### config.mk
export PLATFORM = sky130hd
export DESIGN_NAME = sample_feeder
export DESIGN_NICKNAME = d
export VERILOG_FILES = /design/src/rtl/sample_feeder.sv
export SDC_FILE = /design/constraint.sdc
export NUM_CORES = 1
export LEC_CHECK = 0
export ABC_AREA = 1
export ABC_CLOCK_PERIOD_IN_PS = 1100
export BUFFER_PORTS_ARGS = -buffer_cell sky130_fd_sc_hd__buf_2
export CORE_MARGIN = 3
export CORE_UTILIZATION = 48
export DETAILED_ROUTE_END_ITERATION = 10
export PLACE_DENSITY = 0.81
export SLEW_MARGIN = 20
export SYNTH_ARGS = -nofsm -noshare
export SYNTH_HDL_FRONTEND = slang
export SYNTH_SLANG_ARGS = --single-unit
### constraint.sdc
create_clock -name clk -period 1.1 [get_ports clk]
set_clock_uncertainty 0.05 [all_clocks]
set_input_delay 0.055 -clock clk [delete_from_list [all_inputs] [get_ports clk]]
set_output_delay 0.055 -clock clk [all_outputs]
set_load 0.01 [all_outputs]
### src/rtl/sample_feeder.sv
// ============================================================================
// Module   : sample_feeder
// Purpose  : Synchronizes and debounces the store/next buttons and the switch
//            bank, emitting single-cycle store and advance strobes.
//            Optional auto-repeat of next_sample: define FEEDER_AUTO_REPEAT_EN.
// Revision : 1.0 - initial release
// ============================================================================
`default_nettype none

module sample_feeder #(
    parameter int DEBOUNCE_CYCLES = 16,
    parameter int REPEAT_CYCLES   = 64
) (
    input  logic       clk,
    input  logic       reset,
    input  logic [7:0] sw_in,
    input  logic       btn_store,
    input  logic       btn_next,
    output logic [7:0] sample_data,
    output logic       sample_valid,
    output logic       next_sample
);

    localparam int            CW      = $clog2(DEBOUNCE_CYCLES);
    localparam logic [CW-1:0] CNT_MAX = CW'(DEBOUNCE_CYCLES - 1);

    if (DEBOUNCE_CYCLES < 2 || REPEAT_CYCLES < 2) begin : g_bad_params
        $error("sample_feeder: DEBOUNCE_CYCLES and REPEAT_CYCLES must be >= 2");
    end

    logic [7:0] sw_s1_q, sw_s2_q;
    logic [1:0] btn_s1_q, btn_s2_q;   // bit 0 = store, bit 1 = next
    logic [1:0] rise_w;
    logic       next_fire_w;
    logic [7:0] sample_data_q;
    logic       sample_valid_q, next_sample_q;

    always_ff @(posedge clk or posedge reset) begin
        if (reset) begin
            sw_s1_q  <= '0;
            sw_s2_q  <= '0;
            btn_s1_q <= '0;
            btn_s2_q <= '0;
        end else begin
            sw_s1_q  <= sw_in;
            sw_s2_q  <= sw_s1_q;
            btn_s1_q <= {btn_next, btn_store};
            btn_s2_q <= btn_s1_q;
        end
    end

    genvar gi;
    generate
        for (gi = 0; gi < 2; gi++) begin : g_deb
            logic [CW-1:0] cnt_q, cnt_d;
            logic          stable_q, stable_d;
            logic          flip_w;

            assign flip_w = (btn_s2_q[gi] != stable_q) && (cnt_q == CNT_MAX);

            // Any cycle where the synchronized level matches stable restarts the count.
            always_comb begin
                stable_d = stable_q;
                cnt_d    = '0;
                if (btn_s2_q[gi] != stable_q) begin
                    if (flip_w) stable_d = btn_s2_q[gi];
                    else        cnt_d    = cnt_q + 1'b1;
                end
            end

            always_ff @(posedge clk or posedge reset) begin
                if (reset) begin
                    cnt_q    <= '0;
                    stable_q <= 1'b0;
                end else begin
                    cnt_q    <= cnt_d;
                    stable_q <= stable_d;
                end
            end

            assign rise_w[gi] = flip_w & btn_s2_q[gi];
        end
    endgenerate

`ifdef FEEDER_AUTO_REPEAT_EN
    localparam int            RW      = $clog2(REPEAT_CYCLES);
    localparam logic [RW-1:0] RPT_MAX = RW'(REPEAT_CYCLES - 1);

    logic [RW-1:0] rpt_q, rpt_d;
    logic          rpt_fire_w;
    logic          next_fall_w;

    assign next_fall_w = g_deb[1].flip_w & ~btn_s2_q[1];

    // Counter is held at zero while released, on the rising flip and on the falling flip.
    always_comb begin
        rpt_d      = rpt_q;
        rpt_fire_w = 1'b0;
        if (!g_deb[1].stable_q || next_fall_w) begin
            rpt_d = '0;
        end else if (rpt_q == RPT_MAX) begin
            rpt_fire_w = 1'b1;
            rpt_d      = '0;
        end else begin
            rpt_d = rpt_q + 1'b1;
        end
    end

    always_ff @(posedge clk or posedge reset) begin
        if (reset) rpt_q <= '0;
        else       rpt_q <= rpt_d;
    end

    assign next_fire_w = rise_w[1] | rpt_fire_w;
`else
    assign next_fire_w = rise_w[1];
`endif

    // Store has priority: a coincident advance strobe is dropped, not deferred.
    always_ff @(posedge clk or posedge reset) begin
        if (reset) begin
            sample_data_q  <= '0;
            sample_valid_q <= 1'b0;
            next_sample_q  <= 1'b0;
        end else begin
            sample_valid_q <= rise_w[0];
            next_sample_q  <= next_fire_w & ~rise_w[0];
            if (rise_w[0]) sample_data_q <= sw_s2_q;
        end
    end

    assign sample_data  = sample_data_q;
    assign sample_valid = sample_valid_q;
    assign next_sample  = next_sample_q;

endmodule

`default_nettype wire

==> qor.csv <==
stage;metric;value;unit
cts;worst skew pair latency;0.34;ns
global_routing;grt total ovfl;0;
synth;area leader, netlist;dfrtp_1;
floorplan;die footprint;3549;µm²
cts;CTS H-tree lvls;2;
synth;Yosys reg bits;40;
global_routing;GRT Util Overall;0.1598;
status;status;complete, but fails checks;
synth;Yosys top cell area share;0.7266;
floorplan;core area;2590;µm²
place;dpl hpwl;1506;µm
place;gp weighted congestion;0.7787;
finish;share of cells above drive strength 1;0.2945;
synth;sequential-to-total area share from yosys stat;0.7266;
routing;Total Routed Length;2223;µm
finish;most frequent cells in the layout;dfrtp_1, nand2_1, buf_2, inv_1, dlygate4sd3_1;
routing;wire per inst;11.52;µm
power;Final Power;2.452;mW
global_routing;largest net degree at the start of global routing;41;
timing;measured slew at the worst slew-check pin;0.2539;ns
synth;top cells by area, synth;dfrtp_1, nand2_1, inv_1, nor2_1, ha_1;
synth;Synth Cell Area;1378;µm²
critical_path;r2r worst-path depth;5;
cts;Max clock buf depth;2;
power;LEAKAGE;0.9463;nW
critical_path;Crit Path Class;flop to flop;
floorplan;Starting Density;0.5319;
timing;RSZ-0062 raised after global routing;true;
routing;1st-iter DRT viols;20;
synth;yosys warns;0;
cts;CTS sink count;40;
job;Max Cap Viol;0;
routing;vias per cell;4.725;
global_routing;number of global-route vias before repair;924;
critical_path;CP cell instances;ha_4, nand3_4, nor2_8, nand2_1, nand2_1;
finish;n_diodes;0;
critical_path;CP Data Required Time;1.34;ns
routing;Initial DRT Pass Iterations;4;
cts;Clk pin slew, worst setup/hold paths;0.11;ns
status;failing checks;negative setup slack;
timing;Slew Viols, Final;0;
synth;syn nets;130;
finish;Layout Nets;176;
critical_path;Crit. End Element;flop;
synth;Syn Inst Count;116;
finish;Syn-to-layout area delta;29.97;%
critical_path;Crit Reg-Reg Endpoint;sample_data[6]$_DFFE_PP0P_;
cts;CTS Buf Count;5;
place;placed inst area;1575;µm²
timing;final hold viol count;0;
critical_path;Buffers & Inverters on Critical Path;0;
synth;Synth cell types;15;
floorplan;Die Ht;59.57;µm
timing;min Tclk post-route;1.144;ns
routing;DRT antenna net count;0;
global_routing;initial antenna violation count;0;
floorplan;Die Width;59.57;µm
critical_path;Startpoint Class;flop;
power;pwr dens;1370;nW/µm²
timing;FMAX;874.2;MHz
place;input/output buffers;21;
power;Max VDD drop;1114;µV
timing;final setup violation count;11;
cts;CTS tree;yes;
global_routing;first-pass GRT wire length;4008;µm
critical_path;cell family with most CP delay;simple AND/OR/NAND/NOR gates;
critical_path;worst-path maximum fanout;5;
floorplan;# IOs;22;
critical_path;Critical-path top delay cell;dfrtp_1;
critical_path;flop2flop setup slack;-0.04;ns
finish;commonest non-fill, non-tap cell in the layout;dfrtp_1;
critical_path;Reg-to-Reg Start;g_deb[0].cnt_q[0]$_DFF_PP0_;
critical_path;most used cell, CP;nand2_1;
routing;post-route DRC violation count;0;
routing;Via Count;912;
critical_path;Worst EP arrival;1.38;ns
finish;Finished Cell Area;1790;µm²
worst_hold_path;Hold Path Class;input pin to asynchronous set/reset pin;
timing;final setup margin;-0.04386;ns
timing;final cycle utilization of the critical path;1.040;
cts;CTS Root Cell;clkbuf_4;
timing;headroom to the max-slew limit;0.8307;
critical_path;slowest stage delay, CP;0.41;ns
floorplan;number of core rows;18;
synth;Avg Inst Size Synth;11.88;µm²
## state kept, by name, summed over array words and instances, names as in the netlist
signal and cells:
sample_data 8, btn_s2_q 2, g_deb.cnt_q 8, btn_s1_q 2, sample_valid 1, sw_s2_q 8, g_deb.stable_q 2, sw_s1_q 8
next_sample 1
## cell families after synthesis
kind of cell | after synthesis | synth area share
xor+xnor | 2 | 0.01272
simple gates | 58 | 0.2025
compound gates | 2 | 0.007266
buf+inv | 12 | 0.03270
fa+ha+maj | 2 | 0.01816
flops | 40 | 0.7266
## routing by layer
metal / wire length, µm / up-vias / global-route usage
li1: - / 443 / -
met2: 1135 / 23 / 0.2652
met1: 915 / 440 / 0.1749
met4: 41 / 0 / 0.06962
met5: 0 / - / 0
met3: 131 / 6 / 0.07407
## cell usage after synthesis (all sizes together)
master and number:
and2 1, nand4 2, nor2 11, ha 2, nand3 4, xnor2 2, o21ai 2, dfrtp 40
nand2 40, inv 12
## what timing repair did
action	CTS	global route
setup buffers	1	1
gates resized for setup	4	4
cloned	1	0
hold buffers	11	0
setup endpoints to repair	10	14
hold endpoints to repair	50	0
pin swaps	5	2
## how the worst max path moves through the flow
stage / from / to / slack, ns / cells past startpoint
2_1_floorplan: g_deb[0].cnt_q[0]$_DFF_PP0_ / next_sample$_DFF_PP0_ / 0.001 / 5
3_3_place_gp: g_deb[0].cnt_q[1]$_DFF_PP0_ / next_sample$_DFF_PP0_ / 0.001 / 5
3_5_place_dp: g_deb[0].cnt_q[1]$_DFF_PP0_ / next_sample$_DFF_PP0_ / -0.05 / 5
4_1_cts: g_deb[0].cnt_q[0]$_DFF_PP0_ / sample_data[7]$_DFFE_PP0P_ / -0.05 / 5
5_1_grt: g_deb[0].cnt_q[0]$_DFF_PP0_ / sample_data[4]$_DFFE_PP0P_ / -0.13 / 5
6_report: g_deb[0].cnt_q[0]$_DFF_PP0_ / sample_data[6]$_DFFE_PP0P_ / -0.04 / 5
## cell type report
| type | instances | area (µm²) |
|---|---|---|
| Clock buffer | 8 | 58.81 |
| Fill cell | 169 | 799.5 |
| Inverter | 12 | 45.04 |
| Multi-Input combinational cell | 65 | 375.4 |
| Sequential cell | 40 | 1001 |
| Tap cell | 30 | 37.54 |
| Timing Repair Buffer | 38 | 272.8 |
## where the power goes
part,switching [mW],leakage (nW),total (mW),internal (mW)
Clock,0.417,0.0326,0.733,0.316
Sequential,0.0321,0.507,1.56,1.52
Combinational,0.0778,0.406,0.163,0.0855
## worst register-to-register path: stages (launching register included)
cell and delay [ns]:
dfrtp_1 0.41, ha_4 0.18, nand3_4 0.14, nor2_8 0.17, nand2_1 0.08, nand2_1 0.06
## metrics by stage
stage                       util  hold slack (ns)  setup TNS [ns]  instances  worst slack, ns
after floorplan                -          0.03643               0        116         0.001335
after global routing      0.6913           0.2628          -1.287        193          -0.1306
after detailed placement  0.6082          0.07050         -0.2208        171         -0.04818
after global placement    0.6082          0.06390               0        171         0.001051
after CTS                 0.6855           0.2415         -0.3081        192         -0.04950
final                     0.6913           0.2545         -0.2842        193         -0.04386
Note: power is estimated with default switching activity, not from simulation.
